`src/rtl/kgp_branch_pkg.sv`:
```
// kgp_branch_pkg: shared opcodes, FSM states and flag bit positions for branch resolution
package kgp_branch_pkg;
  localparam logic [2:0] B    = 3'd0;
  localparam logic [2:0] BR   = 3'd1;
  localparam logic [2:0] BLTZ = 3'd2;
  localparam logic [2:0] BZ   = 3'd3;
  localparam logic [2:0] BNZ  = 3'd4;
  localparam logic [2:0] BL   = 3'd5;
  localparam logic [2:0] BCY  = 3'd6;
  localparam logic [2:0] BNCY = 3'd7;
  localparam int FLAG_C = 3;
  localparam int FLAG_Z = 2;
  localparam int FLAG_N = 1;
  localparam int FLAG_V = 0;
  typedef enum logic [1:0] {IDLE, EVAL, DONE} state_t;
endpackage

```
`src/rtl/flag_register.sv`:
```
// flag_register: architectural ALU flag latch with same-cycle carry forwarding
module flag_register import kgp_branch_pkg::*; (
  input  logic       clk,
  input  logic       rst_n,
  input  logic       flag_we,
  input  logic       carry_in,
  input  logic       zero_in,
  input  logic       neg_in,
  input  logic       ovf_in,
  output logic [3:0] flags,
  output logic       carry_fwd
);
  assign carry_fwd = flag_we ? carry_in : flags[FLAG_C];
  always_ff @(posedge clk or negedge rst_n)
    if (!rst_n) flags <= '0;
    else if (flag_we) flags <= {carry_in, zero_in, neg_in, ovf_in};
endmodule

```
`src/rtl/branch_resolver.sv`:
```
// branch_resolver: two-cycle KGP-RISC branch evaluation with flag register and link address
module branch_resolver import kgp_branch_pkg::*; #(
  parameter int ADDR_W = 32
) (
  input  logic              clk,
  input  logic              rst_n,
  input  logic              flag_we,
  input  logic              carry_in,
  input  logic              zero_in,
  input  logic              neg_in,
  input  logic              ovf_in,
  output logic [3:0]        flags_out,
  input  logic              br_valid,
  output logic              br_ready,
  input  logic [2:0]        br_op,
  input  logic [ADDR_W-1:0] br_src,
  input  logic [ADDR_W-1:0] pc,
  input  logic [ADDR_W-1:0] offset,
  output logic              resolve_valid,
  output logic              taken,
  output logic [ADDR_W-1:0] redirect_pc,
  output logic              link_en,
  output logic [ADDR_W-1:0] link_addr
);
  state_t state, state_d;
  logic [2:0] op_q;
  logic [ADDR_W-1:0] src_q, pc_q, off_q, tgt, seq;
  logic cy_q, carry_fwd, cond, accept;
  flag_register u_flags (
    .clk(clk), .rst_n(rst_n), .flag_we(flag_we), .carry_in(carry_in), .zero_in(zero_in),
    .neg_in(neg_in), .ovf_in(ovf_in), .flags(flags_out), .carry_fwd(carry_fwd)
  );
  assign br_ready = state == IDLE;
  assign accept = br_valid && br_ready;
  assign seq = pc_q + ADDR_W'(4);
  assign tgt = op_q == BR ? src_q : pc_q + off_q;
  always_comb begin
    cond = 1'b1;
    case (op_q)
      BLTZ:    cond = src_q[ADDR_W-1];
      BZ:      cond = src_q == '0;
      BNZ:     cond = src_q != '0;
      BCY:     cond = cy_q;
      BNCY:    cond = !cy_q;
      default: cond = 1'b1;
    endcase
  end
  always_comb state_d = state == IDLE ? (accept ? EVAL : IDLE) : state == EVAL ? DONE : IDLE;
  always_ff @(posedge clk or negedge rst_n)
    if (!rst_n) state <= IDLE;
    else state <= state_d;
  always_ff @(posedge clk or negedge rst_n)
    if (!rst_n) begin
      op_q <= '0;
      src_q <= '0;
      pc_q <= '0;
      off_q <= '0;
      cy_q <= 1'b0;
      resolve_valid <= 1'b0;
      taken <= 1'b0;
      redirect_pc <= '0;
      link_en <= 1'b0;
      link_addr <= '0;
    end else begin
      if (accept) begin
        op_q <= br_op;
        src_q <= br_src;
        pc_q <= pc;
        off_q <= offset;
        cy_q <= carry_fwd;
      end
      resolve_valid <= state == EVAL;
      if (state == EVAL) begin
        taken <= cond;
        redirect_pc <= cond ? tgt : seq;
        link_en <= op_q == BL;
        link_addr <= seq;
      end
    end
endmodule

```
`config.mk`:
```
export PLATFORM = sky130hd
export DESIGN_NAME = branch_resolver
export DESIGN_NICKNAME = d
export VERILOG_FILES = /design/src/rtl/kgp_branch_pkg.sv /design/src/rtl/flag_register.sv /design/src/rtl/branch_resolver.sv
export SDC_FILE = /design/constraint.sdc
export NUM_CORES = 1
export LEC_CHECK = 0
export ABC_AREA = 1
export BUFFER_PORTS_ARGS = -buffer_cell sky130_fd_sc_hd__buf_2
export CORE_AREA = 3 3 157 159
export CTS_CLUSTER_DIAMETER = 150
export DETAILED_ROUTE_END_ITERATION = 8
export DIE_AREA = 0 0 160 162
export PLACE_DENSITY = 0.67
export SYNTH_ARGS = -nofsm -noshare
export SYNTH_HDL_FRONTEND = slang
export SYNTH_HIERARCHICAL = 1
export SYNTH_SLANG_ARGS = --single-unit
```
`constraint.sdc`:
```
create_clock -name clk -period 2.65 [get_ports clk]
set_clock_uncertainty 0.1 [all_clocks]
set_input_delay 0 -clock clk [delete_from_list [all_inputs] [get_ports clk]]
set_output_delay 0 -clock clk [all_outputs]
set_load 0.005 [all_outputs]
```
**Word level (Yosys, flattened, before mapping)**

Index checks and enable logic that the tools add are counted.

- Mux-type cells: 7
- Add/subtract/negate cells: 2
- Reduce and logical (&&, ||, !) cells: 5
- Equal/unequal tests: 8

Operators by type and width:

| kind | count |
|---|---|
| two-way mux 32 bit | 2 |
| adder 32 x 3 -> 32 bit, second input constant | 1 |
| adder 32 bit | 1 |
| logical NOT 32 bit | 1 |
| nonzero test 32 bit | 1 |
| equality test 3 bit, second input constant | 4 |
| equality test 3 x 2 -> 1 bit, second input constant | 2 |
| case mux 1 bit (5 select lines) | 1 |
| two-way mux 2 bit | 2 |
| equality test 3 x 1 -> 1 bit, second input constant | 1 |
| equality test 2 x 1 -> 1 bit, second input constant | 1 |
| logical NOT 2 bit | 1 |
| two-way mux 1 bit | 2 |
| logical AND 1 bit | 1 |
| logical NOT 1 bit | 1 |

- Register bits after elaboration: 173
- Input bits: 107
- Output and inout bits: 72

**Longest topological paths before layout**

- Depth after elaboration: 4
- Mapped depth: 13

**Modules after synthesis**

Netlist, hierarchy kept.

Modules (own cells, without submodules):

| module | cells an instance | instances | area an instance (um^2) | seq. area each (um^2) |
|---|---|---|---|---|
| branch_resolver | 1492 | 1 | 10249.8 | 4204.0 |
| flag_register | 17 | 1 | 148.9 | 100.1 |

**Worst setup path after synthesis**

Ideal clock, no wire load.

- Path type: flip-flop to flip-flop
- Start: register pc_q[0]
- End: register redirect_pc[12]
- Clock period less this slack: 2.038 ns
- Buffers on the path: 0
- Stages on the path, launching flop included: 12
- Data required time: 2.477 ns
- Slack: 0.612 ns
- Arrival time: 1.865 ns
- Cells stage by stage: dfrtp_1 > ha_1 > fa_1 > nand3_1 > nand3_1 > nand3_1 > nand3_1 > nand2_1 > inv_1 > o21ai_0 > nand3_1 > a21oi_2

- Cells in the longest elaborated chain, start to end: 3
- Elaborated cells between the ends (all ways): 4
- Classes of those cells: add/sub: 2; mux: 2

Ends and longest elaborated chain:

| what | line | RTL |
|---|---|---|
| from (decl) | branch_resolver.sv:27 | `logic [ADDR_W-1:0] src_q, pc_q, off_q, tgt, seq;` |
| from (signal assigned) | branch_resolver.sv:68 | `pc_q <= pc;` |
| adder 32 bit | branch_resolver.sv:36 | `assign tgt = op_q == BR ? src_q : pc_q + off_q;` |
| two-way mux 32 bit | branch_resolver.sv:36 |  |
| two-way mux 32 bit * | branch_resolver.sv:75 | `redirect_pc <= cond ? tgt : seq;` |
| to (signal assigned) | branch_resolver.sv:75 |  |
| to (decl) | branch_resolver.sv:21 | `output logic [ADDR_W-1:0] redirect_pc,` |

Every way passes the cells marked *; elsewhere a longest branch is shown, timed or not.
A chain may end at the register's enable or synchronous reset.

**Worst setup path in the final report**

- Start: register pc_q[0]
- End: register redirect_pc[28]

The elaborated chain is that of the path after synthesis.

==> results_dict.tcl <==
set metrics [dict create \
    outcome "complete, no violations" \
    crit_top_cell "nand3_1" \
    crit_arrival_ns 2.62 \
    path_max_fanout 4 \
    yosysUniqueCellTypes 39 \
    setup_violations 0 \
    firstDrtPassIters 7 \
    synthesis.nets 1649 \
    ys_seq_area_frac 0.414 \
    cp_cell_sequence "ha_1, fa_1, nand3_1, nand3_1, nand3_1, nand3_1, nand2_1, nand2_1, nand2_1, nand3_1, nand2_1, a21oi_1" \
    postLayoutCellArea_mm2 0.0135 \
    overflow 0 \
    dieArea_mm2 0.0259 \
    swShare 0.439 \
    cts_max_level 4 \
    setup_ws_ns 0.262 \
    grt_pass1_vias 10700 \
    intPower_mw 6.88 \
    synth_warnings 6 \
    cts_tree "done" \
    fillers 2284 \
    worst-r2r-setup-slack_ns 0.26 \
    hold_viol 0 \
    area_growth_pct 30.0 \
    start_util 0.444 \
    numCtsBuffers 17 \
    slew_headroom 0.542 \
    cts_max_path_buffers 2 \
    post_cts_buffers 0 \
    critPathCaptureType "register" \
    seqPwrFrac 0.337 \
    fin_nets 1947 \
    core.rowCount 56 \
    synth.cell_area_mm2 0.0104 \
    io_buffers 178 \
    io_pins 179 \
    vias 10700 \
    drt_iter0_drc 859 \
    period_needed_ns 2.39 \
    p_leak_nw 7.28 \
    r2r_start "pc_q[0]" \
    drv_cap 0 \
    vdd_drop_max_v 0.000436 \
    final_cell_mix "616 x nand2_1, 203 x inv_1, 177 x buf_2, 172 x dfrtp_1, 117 x dlygate4sd3_1" \
    grtUsageMet1 0.413 \
    grtUsageMet3 0.0490 \
    tightest_slew_ns 0.680 \
    hold_class "input port to asynchronous set/reset pin" \
    core_area_mm2 0.0234 \
    cts_sinks 172 \
    crit_required_ns 2.89 \
    drive_above_1_share 0.160 \
    slew_violations 0 \
    grt_max_degree 74 \
    drc_errors 0 \
    crit_type "register to register" \
    grt-busiest-layer "met2" \
    insertion_delay_ns 0.45 \
    worstSetupStartpointType "register" \
    gp_congestion 0.967 \
    ys_seq_elements 172 \
    viasPerCell 4.99 \
    yosysTopAreaCell "dfrtp_1" \
    syn_inst 1509 \
    p_switching_mw 5.39 \
    dp_hpwl_mm 27.7 \
    wirelength_mm 37.1 \
    rsz0062_at_grt "no" \
    synth_area_leaders "dfrtp_1 41%, nand2_1 22%, inv_1 7.4%" \
    final_common_cell "nand2_1" \
    max_stage_delay_ns 0.45 \
    power_per_cell_area_mw_per_mm2 908 \
    routedWlPerCell_um 17.3 \
    fp.dieH_um 162 \
    dp_slack_ns 0.326 \
    p_clk_frac 0.221 \
    clock-root-buffer "clkbuf_16" \
    placed_area_mm2 0.0117 \
    max_freq_mhz 419 \
    combPwrFrac 0.443 \
    path_clk_slew_ns 0.08 \
    cp-startpoint "pc_q[0]" \
    n_antenna_cell 0 \
    antenna_found_initial 0 \
    syn_area_per_cell_um2 6.89 \
    grt_pass1_wl_mm 58.2 \
    period_share 0.901 \
    cp_slowest_cell "fa_1" \
    synth_top_area_share 0.414 \
    grtUsageMet2 0.450 \
    track_usage 0.288 \
    antenna_left 0 \
    fin_setup_tns_ns 0 \
    die_x_um 160 \
]
final timing paths:
| path | depth (start not counted) | end |
|---|---|---|
| max | 12 | redirect_pc[28] |
| min | 2 | off_q[1] |
| max reg2reg | 12 | redirect_pc[28] |
| min reg2reg | 2 | redirect_pc[5] |
| max in group asynchronous | 3 | state[0] |
| min in group clk | 5 | off_q[2] |
layer usage:
metal | share of wire | up-vias
li1 | - | 5282
met1 | 0.47 | 5015
met2 | 0.44 | 334
met3 | 0.065 | 49
met4 | 0.024 | 0
met5 | 0 | -
critical path, delay by kind of cell, from the launching register on:
family	cells	cell delay, ns
flops	1	0.40
compound gates	1	0.06
fa+ha+maj	2	0.70
simple gates	9	1.01
final cells by class:
cell class | instances | area [um2] | share of cell area
multi-input cells | 1087 | 5110 | 0.378
flip-flops and latches | 172 | 4300 | 0.318
repair buffers | 321 | 2290 | 0.169
inverters | 208 | 783 | 0.0579
clock buffers | 17 | 425 | 0.0315
well taps | 319 | 399 | 0.0295
clock inverters | 15 | 210 | 0.0155
cells by family (layout without fill, tap and decap cells):
logic type	count (synthesis)	after routing	share of synthesized area
compound gates	163	163	0.0924
buf+inv	250	561	0.0947
flops	172	172	0.414
xor+xnor	15	15	0.0126
simple gates	876	876	0.346
fa+ha+maj	33	33	0.0404
cells in the mapped netlist (all sizes together):
master,n
fa,1
o31ai,2
clkbuf,19
nor4,1
o21bai,2
nand3b,3
buf,23
o211ai,3
or2,2
and2,1
nand2,634
nand4,11
dfrtp,172
a21oi,44
nand3,99
nor3b,2
inv,208
nor3,21
o22ai,3
nor2,102
ha,32
o21a,21
o21ai,88
xor2,5
xnor2,10
registers in the layout (all words and copies together), names as in the netlist:
name,cells
link_en,1
u_flags/flags,4
redirect_pc,32
op_q,3
src_q,32
cy_q,1
resolve_valid,1
link_addr,32
pc_q,32
off_q,32
state,1
taken,1
through the flow:
step | hold WS [ns] | utilization | cells | power [mW]
2_1_floorplan | -0.396 | - | 1509 | 7.34
6_report | 0.0181 | 0.578 | 2139 | 12.3
3_5_place_dp | -0.0587 | 0.501 | 1990 | 9.36
3_3_place_gp | -0.0641 | 0.501 | 1990 | 9.31
4_1_cts | 0.00190 | 0.578 | 2139 | 12.2
5_1_grt | 0.0676 | 0.578 | 2139 | 13.2
power by group through the flow:
| stage | sequential [mW] | combinational (mW) | clock [mW] |
|---|---|---|---|
| 6_report | 4.13 | 5.43 | 2.71 |
| 5_1_grt | 4.20 | 6.10 | 2.86 |
| 4_1_cts | 4.11 | 5.39 | 2.74 |
| 3_3_place_gp | 4.15 | 5.17 | 0 |
| 2_1_floorplan | 4.00 | 3.34 | 0 |
| 3_5_place_dp | 4.14 | 5.22 | 0 |
timing repair:
item,in CTS,in global routing
hold buffers,117,0
resized for setup,0,0
endpoints found under the hold margin,200,0
Note: power is estimated with default switching activity, not from simulation.
